==> config.mk <==
export PLATFORM = sky130hd
export DESIGN_NAME = ld_start_rx
export DESIGN_NICKNAME = d
export VERILOG_FILES = /design/src/rtl/ld_pkg.sv /design/src/rtl/sync_2ff.sv /design/src/rtl/ld_start_rx.sv
export SDC_FILE = /design/constraint.sdc
export NUM_CORES = 1
export LEC_CHECK = 0
export CORE_MARGIN = 1.5
export CORE_UTILIZATION = 34
export CTS_CLUSTER_SIZE = 28
export DETAILED_ROUTE_END_ITERATION = 16
export PLACE_DENSITY = 0.6
export SLEW_MARGIN = 20
export SYNTH_ARGS = -nofsm -noshare
export SYNTH_HDL_FRONTEND = slang
export SYNTH_SLANG_ARGS = --single-unit
export TNS_END_PERCENT = 50
==> constraint.sdc <==
create_clock -name clk -period 4 [get_ports clk]
set_clock_uncertainty 0.15 [all_clocks]
set_input_delay 0.8 -clock clk [delete_from_list [all_inputs] [get_ports clk]]
set_output_delay 0.8 -clock clk [all_outputs]
set_load 0.03 [all_outputs]
==> src/rtl/ld_pkg.sv <==
// Shared LD start-pulse timing constants and receiver FSM state type.
// Used by ld_start_rx and the matching pulse generator.
package ld_pkg;

    localparam int unsigned LD_HIGH_PERIOD  = 6;
    localparam int unsigned LD_TOTAL_PERIOD = 1250;
    localparam int unsigned LD_WIDTH_TOL    = 1;
    localparam int unsigned LD_PERIOD_TOL   = 2;
    localparam int unsigned LD_LOCK_COUNT   = 4;

    typedef enum logic [1:0] {
        ST_FIRST = 2'd0,
        ST_HIGH  = 2'd1,
        ST_LOW   = 2'd2
    } ld_state_e;

    function automatic logic [32:0] abs_diff33(
        input logic [32:0] a,
        input logic [32:0] b
    );
        return (a >= b) ? (a - b) : (b - a);
    endfunction

endpackage

==> src/rtl/sync_2ff.sv <==
// Single-bit two-flop synchronizer, asynchronous active-low reset.
module sync_2ff (
    input  logic clk,
    input  logic rst_n,
    input  logic i_d,
    output logic o_q
);

    logic r_meta;
    logic r_q;

    always_ff @(posedge clk or negedge rst_n) begin
        if (!rst_n) begin
            r_meta <= 1'b0;
            r_q    <= 1'b0;
        end else begin
            r_meta <= i_d;
            r_q    <= r_meta;
        end
    end

    assign o_q = r_q;

endmodule

==> src/rtl/ld_start_rx.sv <==
// LD start pulse receiver: edge trigger, width/period measurement, lock.
// Define LD_START_RX_SYNC_EN to pass start_in through a 2-flop synchronizer.
module ld_start_rx
    import ld_pkg::*;
#(
    parameter int unsigned HIGH_PERIOD  = LD_HIGH_PERIOD,
    parameter int unsigned TOTAL_PERIOD = LD_TOTAL_PERIOD,
    parameter int unsigned WIDTH_TOL    = LD_WIDTH_TOL,
    parameter int unsigned PERIOD_TOL   = LD_PERIOD_TOL,
    parameter int unsigned LOCK_COUNT   = LD_LOCK_COUNT
) (
    input  logic        clk,
    input  logic        rst_n,
    input  logic        start_in,
    output logic        trig,
    output logic        meas_valid,
    output logic [15:0] meas_width,
    output logic [31:0] meas_period,
    output logic        err_width,
    output logic        err_period,
    output logic        err_timeout,
    output logic        lock
);

    localparam logic [31:0] TIMEOUT = 32'(2 * (TOTAL_PERIOD + 1));
    localparam logic [15:0] LOCK_N  = 16'(LOCK_COUNT);

    logic      w_s;
    logic      w_rdy;
    ld_state_e r_state;
    ld_state_e w_state_nxt;

    logic        r_s_d;
    logic        r_seen_low;
    logic [15:0] r_wcnt;
    logic [15:0] r_wlat;
    logic [31:0] r_pcnt;
    logic [15:0] r_good;

`ifdef LD_START_RX_SYNC_EN
    logic [1:0] r_prime;

    sync_2ff u_sync (
        .clk   (clk),
        .rst_n (rst_n),
        .i_d   (start_in),
        .o_q   (w_s)
    );

    // Ignore the reset-flushed zeros until the synchronizer holds real samples.
    always_ff @(posedge clk or negedge rst_n) begin
        if (!rst_n) begin
            r_prime <= 2'b00;
        end else begin
            r_prime <= {r_prime[0], 1'b1};
        end
    end

    assign w_rdy = r_prime[1];
`else
    assign w_s   = start_in;
    assign w_rdy = 1'b1;
`endif

    logic w_rise;
    logic w_fall;
    logic w_timeout;
    logic w_meas;
    logic w_err_w;
    logic w_err_p;

    assign w_rise    = w_s & ~r_s_d & r_seen_low;
    assign w_fall    = (r_state == ST_HIGH) & ~w_s;
    assign w_timeout = (r_state != ST_FIRST) & (r_pcnt == TIMEOUT) & ~w_rise;
    assign w_meas    = w_rise & (r_state == ST_LOW);

    assign w_err_w = abs_diff33({17'd0, r_wlat}, 33'(HIGH_PERIOD))
                     > 33'(WIDTH_TOL);
    assign w_err_p = abs_diff33({1'b0, r_pcnt}, 33'(TOTAL_PERIOD + 1))
                     > 33'(PERIOD_TOL);

    always_comb begin
        w_state_nxt = r_state;
        if (w_timeout) begin
            w_state_nxt = ST_FIRST;
        end else begin
            case (r_state)
                ST_FIRST: if (w_rise) w_state_nxt = ST_HIGH;
                ST_HIGH:  if (!w_s)   w_state_nxt = ST_LOW;
                ST_LOW:   if (w_rise) w_state_nxt = ST_HIGH;
                default:  w_state_nxt = ST_FIRST;
            endcase
        end
    end

    always_ff @(posedge clk or negedge rst_n) begin
        if (!rst_n) begin
            r_state <= ST_FIRST;
        end else begin
            r_state <= w_state_nxt;
        end
    end

    always_ff @(posedge clk or negedge rst_n) begin
        if (!rst_n) begin
            r_s_d       <= 1'b0;
            r_seen_low  <= 1'b0;
            r_wcnt      <= '0;
            r_wlat      <= '0;
            r_pcnt      <= '0;
            r_good      <= '0;
            trig        <= 1'b0;
            meas_valid  <= 1'b0;
            meas_width  <= '0;
            meas_period <= '0;
            err_width   <= 1'b0;
            err_period  <= 1'b0;
            err_timeout <= 1'b0;
            lock        <= 1'b0;
        end else begin
            r_s_d       <= w_s;
            r_seen_low  <= r_seen_low | (~w_s & w_rdy);
            trig        <= w_rise;
            meas_valid  <= w_meas;
            err_timeout <= w_timeout;

            if (w_rise) begin
                r_wcnt <= 16'd1;
            end else if (r_state == ST_HIGH && w_s && r_wcnt != 16'hFFFF) begin
                r_wcnt <= r_wcnt + 16'd1;
            end

            if (w_fall) begin
                r_wlat <= r_wcnt;
            end

            if (w_rise) begin
                r_pcnt <= 32'd1;
            end else if (r_pcnt != 32'hFFFF_FFFF) begin
                r_pcnt <= r_pcnt + 32'd1;
            end

            // Lock updates in the same cycle the measurement is presented.
            if (w_meas) begin
                meas_width  <= r_wlat;
                meas_period <= r_pcnt;
                err_width   <= w_err_w;
                err_period  <= w_err_p;
                if (w_err_w || w_err_p) begin
                    r_good <= '0;
                    lock   <= 1'b0;
                end else begin
                    if (r_good < LOCK_N) begin
                        r_good <= r_good + 16'd1;
                    end
                    if (r_good + 16'd1 >= LOCK_N) begin
                        lock <= 1'b1;
                    end
                end
            end else if (w_timeout) begin
                r_good <= '0;
                lock   <= 1'b0;
            end
        end
    end

endmodule

# == Word level (Yosys, flattened, before mapping) ==
# Index checks and enable logic that the tools add are counted.
# totals
regBits,138
input_bits,3
output_inout_bits,54
elab_cells,77
# classes
n_addsub,7
order_cmp,6
eq_ne,9
n_mux,18
bitwise_logic,10
reduce_logical,12
# op_table
operator,count
16-bit 2-to-1 mux,6
33-bit 2-to-1 mux,2
32-bit 2-to-1 mux,2
33-bit by 1-bit greater-than comparator with 1-bit output (second input constant),1
33-bit by 2-bit greater-than comparator with 1-bit output (second input constant),1
11-bit by 32-bit subtractor with 33-bit output (first input constant),1
32-bit by 11-bit subtractor with 33-bit output (second input constant),1
16-bit by 1-bit adder with 16-bit output (second input constant),2
32-bit by 1-bit adder with 32-bit output (second input constant),1
32-bit by 12-bit == test with 1-bit output (second input constant),1
16-bit by 3-bit >= comparator with 1-bit output (second input constant),2
32-bit by 11-bit >= comparator with 1-bit output (second input constant),1
32-bit != test (second input constant),1
16-bit by 3-bit subtractor with 17-bit output (second input constant),1
3-bit by 16-bit subtractor with 17-bit output (first input constant),1
16-bit by 3-bit < comparator with 1-bit output (second input constant),1
16-bit != test (second input constant),1
3-bit by 1-bit != test with 1-bit output (second input constant),3
2-bit nonzero test,4
1-bit AND,6
2-bit 2-to-1 mux,3
2-bit AND reduction,3
1-bit 2-to-1 mux,4
2-bit one-hot mux with 2 select lines,1
9 further kinds,12

# == Logic depth before layout (Yosys ltp) ==
# logic_depth
ltp_word,7
depth_mapped,13
depth_no_buf,11

# == Worst setup path after synthesis ==
# OpenSTA, ideal clock, no wires.
# synth_path
kind,reg2reg
startpoint,register r_pcnt[12]
endpoint,register err_period
setup_ns,0.125
arrival_ns,2.841
t_required_ns,3.725
path_slack_ns,0.884
path_stages_with_launch,12
synth_period_minus_slack_ns,3.116
path_cell_list,dfrtp_1 buf_2 nor4_2 nand4_1 or2_2 clkbuf_1 nor4_2 a31oi_1 xnor2_1 nor3_1 nand4b_1 mux2_2
# synth_between
elab_chain_len,3
# synth_rtl
item,line_no,text
"start, declared",ld_start_rx.sv:37,logic [31:0] r_pcnt;
"start signal, assigned",ld_start_rx.sv:140,r_pcnt <= r_pcnt + 32'd1;
11-bit by 32-bit subtractor with 33-bit output (tied with other cells),ld_pkg.sv:21,return (a >= b) ? (a - b) : (b - a);
33-bit 2-to-1 mux (*),ld_pkg.sv:21,
33-bit by 2-bit greater-than comparator with 1-bit output (*),ld_start_rx.sv:80,> 33'(PERIOD_TOL);
"end signal, assigned",ld_start_rx.sv:148,err_period <= w_err_p;
"end, declared",ld_start_rx.sv:20,"output logic err_period,"
# Mark *: on every way between the ends. The rest lies on a longest branch, timed or not.
# A chain may end at the register's enable or synchronous reset.

# == Worst setup path in the final report ==
# layout_path
startpoint,register r_pcnt[28]
endpoint,register r_good[15]
# layout_between
elab_chain_len,6
# layout_rtl
item,line_no,text
11-bit by 32-bit subtractor with 33-bit output (tied with other cells),ld_pkg.sv:21,
33-bit 2-to-1 mux,ld_pkg.sv:21,
33-bit by 2-bit greater-than comparator with 1-bit output,ld_start_rx.sv:80,
1-bit logical OR,ld_start_rx.sv:149,if (w_err_w || w_err_p) begin
3-bit by 1-bit != test with 1-bit output (no line) or 16-bit 2-to-1 mux (tied branches),--,
2-bit AND reduction (no line) or 16-bit 2-to-1 mux (tied branches),--,
"end signal, assigned",ld_start_rx.sv:154,r_good <= r_good + 16'd1;
"end, declared",ld_start_rx.sv:38,logic [15:0] r_good;
# Parallel ways exist; a longest one is shown, timed or not.

==> reports/results.txt <==
Run status - finished clean
Fill cells - 2187
Peak clock frequency supported by timing - 276 MHz
Share of total power in the clock network - 0.355
Source-to-sink clock delay at the later pin of the worst-skew pair - 0.42 ns
Cell-internal power - 2720 µW
Proportion of power drawn by combinational gates - 0.242
Number of top-level pins - 57
Largest net degree at the start of global routing - 84
Synthesized area - 7540 µm²
Post-synthesis share of cell area spent on xor and xnor gates - 0.0534
Area added between synthesis and finish - 21.6%
Worst r2r path cells - 10
TritonCTS buffer count - 17
Main combinational cell family by area after synthesis - simple AND/OR/NAND/NOR gates
Kind of critical path - flop to flop
Share of layout cells above drive strength 1 - 0.126
Die footprint - 23100 µm²
Worst IR Drop VDD - 0.000318 V
Most used cells in the layout excluding fill and tap cells - nand2_1, dfrtp_1, nor2_1
Total of buffers placed on input and output ports - 56
Synthesis-stage register bit count - 138
Synthesized area divided by synthesized cell count - 8.86 µm²
Portion of the post-synthesis area used by sequential elements - 0.458
Complex-gate fraction of the synthesized area - 0.119
Biggest area contributors in the synthesized netlist - dfrtp_1, nand2_1, nor2_1
Storage element area - 3450 µm²
Total GRT Usage - 0.194
Final Hold Slack - 0.259 ns
Final core area utilization - 0.421
Largest fanout on the critical path - 14
Via-to-Cell Ratio - 5.33
Placed Instances - 1189
Post-detailed-routing wire length - 21500 µm
Total leakage power - 0.00425 µW
Multiplexer area fraction after synthesis - 0.0277
Seq pwr share - 0.403
Wire length on met3 - 1150 µm
Slack of the worst reg-to-reg path - 0.38 ns
Number of failing hold endpoints at the final stage - 0
Synth cell types - 71
Switching Share - 0.328
Number of sinks on the clock net - 138
Final-stage net count - 944
Synthesized-area fraction occupied by and/or/nand/nor cells - 0.284
Tightest slew margin relative to the limit - 0.489
Die X-Extent - 152 µm
CP Launch Type - flop
Number of global-route vias before repair - 6477
Most frequent standard cell in the layout excluding fill and tap cells - nand2_1
Async S/R FF share, synth - 1.00
Final Max Tran Viols - 0
Uppermost signal routing layer after detailed routing - met4
Worst min-delay path class - input port to async pin
Clock-pin slew of the registers on the worst-case setup and hold paths - 0.07 ns
Final weighted congestion in routability-driven placement - 0.928
Max H-tree Level - 4
Quantity of hold-fixing buffers added after cts - 0
Detailed placer's ending HPWL - 15500 µm
Ratio of total power to cell area - 441 nW/µm²
Count of flip-flops with a built-in enable after synthesis - 0
Net load switching power - 1330 µW
Remaining global-route overflow - 0
Crit path DAT - 3.83 ns
Area leader, netlist - dfrtp_1
Number of buffers on the longest clock path - 2
Multi-input combinational cell area - 3830 µm²
Clock tree from TritonCTS - yes
Floorplan core area - 21800 µm²
Detail-routed net length per standard cell - 17.6 µm
Number of optimization iterations in the first detailed-route pass - 5
Die Height - 152 µm
Final setup TNS - 0 ns
Diodes inserted - 0
Standard-cell rows - 54
Reg-to-Reg Start - r_pcnt[28]
Count of mapped cells out of synthesis - 851
Syn nets - 867
CTS Root Cell - clkbuf_16
Arithmetic-cell share of the synthesized area counting full adders, half adders and majority gates - 0.0216
Starting density of the core - 0.347
Crit path time final - 3.62 ns
Max capacitance violation total - 0
Initial antenna violation count - 0
First-pass GRT wire length - 35800 µm
Ratio of final minimum period to clock period - 0.906
Routed metal-1 wire length - 10500 µm
Proportion of netlist area held by the largest area contributor - 0.458
RSZ-0062 raised after global routing - false
Capture point of the worst reg-to-reg path - r_good[15]
Nature of the critical path endpoint - flop
Vias post-DR - 6501
Count of unresolved DRC violations after routing - 0
Top_reg_cell synth - dfrtp_1
Final setup fails - 0
Starting DRT DRC Count - 447
Antenna viol nets, final - 0
Required arrival time at the worst endpoint - 4.20 ns
Yosys warning total - 0
Number of non-filler instances in the completed layout - 1220
Actual slew at the worst max-slew pin - 0.767 ns
Metal2 WL - 9440 µm
[cell usage after synthesis, drive strengths merged (15+ instances only)]
cell	number
nand2	173
mux2	15
xor2	23
inv	22
nand4	18
a21oi	21
o21ai	39
xnor2	23
nor4	17
clkbuf	31
and3	19
nor2	86
nand3	27
nor2b	18
dfrtp	138
nor3	21
[critical path, cell delays in order (launching register included)]
cell and delay [ns]:
dfrtp_1 0.46, nor4_1 0.55, nand2_1 0.30, nor2_2 0.24, nand3_1 0.23, buf_4 0.23
a211oi_1 0.48, o2111ai_1 0.20, nor4_2 0.28, a21oi_4 0.18, and2b_1 0.25
[sequential cells by signal, indices dropped and copies added, names as in the netlist, 2 cells and up]
name         count
r_wlat          16
r_wcnt          16
r_state          2
meas_width      16
r_good          16
meas_period     32
r_pcnt          32
[metrics by stage]
stage	area [µm²]	power [µW]	setup WS (ns)
detailed placement	8630	2630	0.345
floorplan	7540	2210	0.884
global placement	8630	2620	0.424
global route	9170	4250	0.0246
finish	9170	4050	0.377
CTS	9160	4090	0.396
[area by class of cell]
class | instances | share of cell area
Tap cell | 280 | 0.0382
Clock buffer | 20 | 0.0487
Sequential cell | 138 | 0.377
Multi-Input combinational cell | 645 | 0.418
Clock inverter | 11 | 0.00969
Timing Repair Buffer | 103 | 0.0998
Inverter | 23 | 0.00942
[worst max-delay path by stage]
| stage | startpoint | endpoint | cells after the start |
|---|---|---|---|
| floorplan | r_pcnt[12] | err_period | 11 |
| global placement | start_in | r_good[15] | 12 |
| detailed placement | start_in | r_good[15] | 12 |
| CTS | r_pcnt[28] | r_good[15] | 9 |
| global route | r_pcnt[28] | r_good[15] | 10 |
| finish | r_pcnt[28] | r_good[15] | 10 |
[logic make-up after synthesis]
group / Yosys count
muxes: 19
adders and majority gates: 13
DFF: 138
and+or+nand+nor: 437
buffers and inverters: 68
xor gates and xnor gates: 46
AOI/OAI and AO/OA: 130
[layer usage]
metal | GRT usage | vias to the layer above
met5 | 0 | -
met4 | 0.0601 | 0
met3 | 0.0416 | 30
met2 | 0.286 | 184
met1 | 0.283 | 3141
li1 | - | 3146
[power by group through the flow]
stage | clock network [µW] | logic, µW | registers [µW]
floorplan | 0 | 446 | 1760
global placement | 0 | 969 | 1650
detailed placement | 0 | 972 | 1650
CTS | 1480 | 981 | 1630
global route | 1540 | 1070 | 1650
finish | 1440 | 980 | 1630
[what timing repair did]
action | 4_1_cts | 5_1_grt
gates resized for setup | 0 | 1
endpoints found under the setup margin | 0 | 1
buffers inserted | 0 | 0
Note: power is estimated with default switching activity, not from simulation.
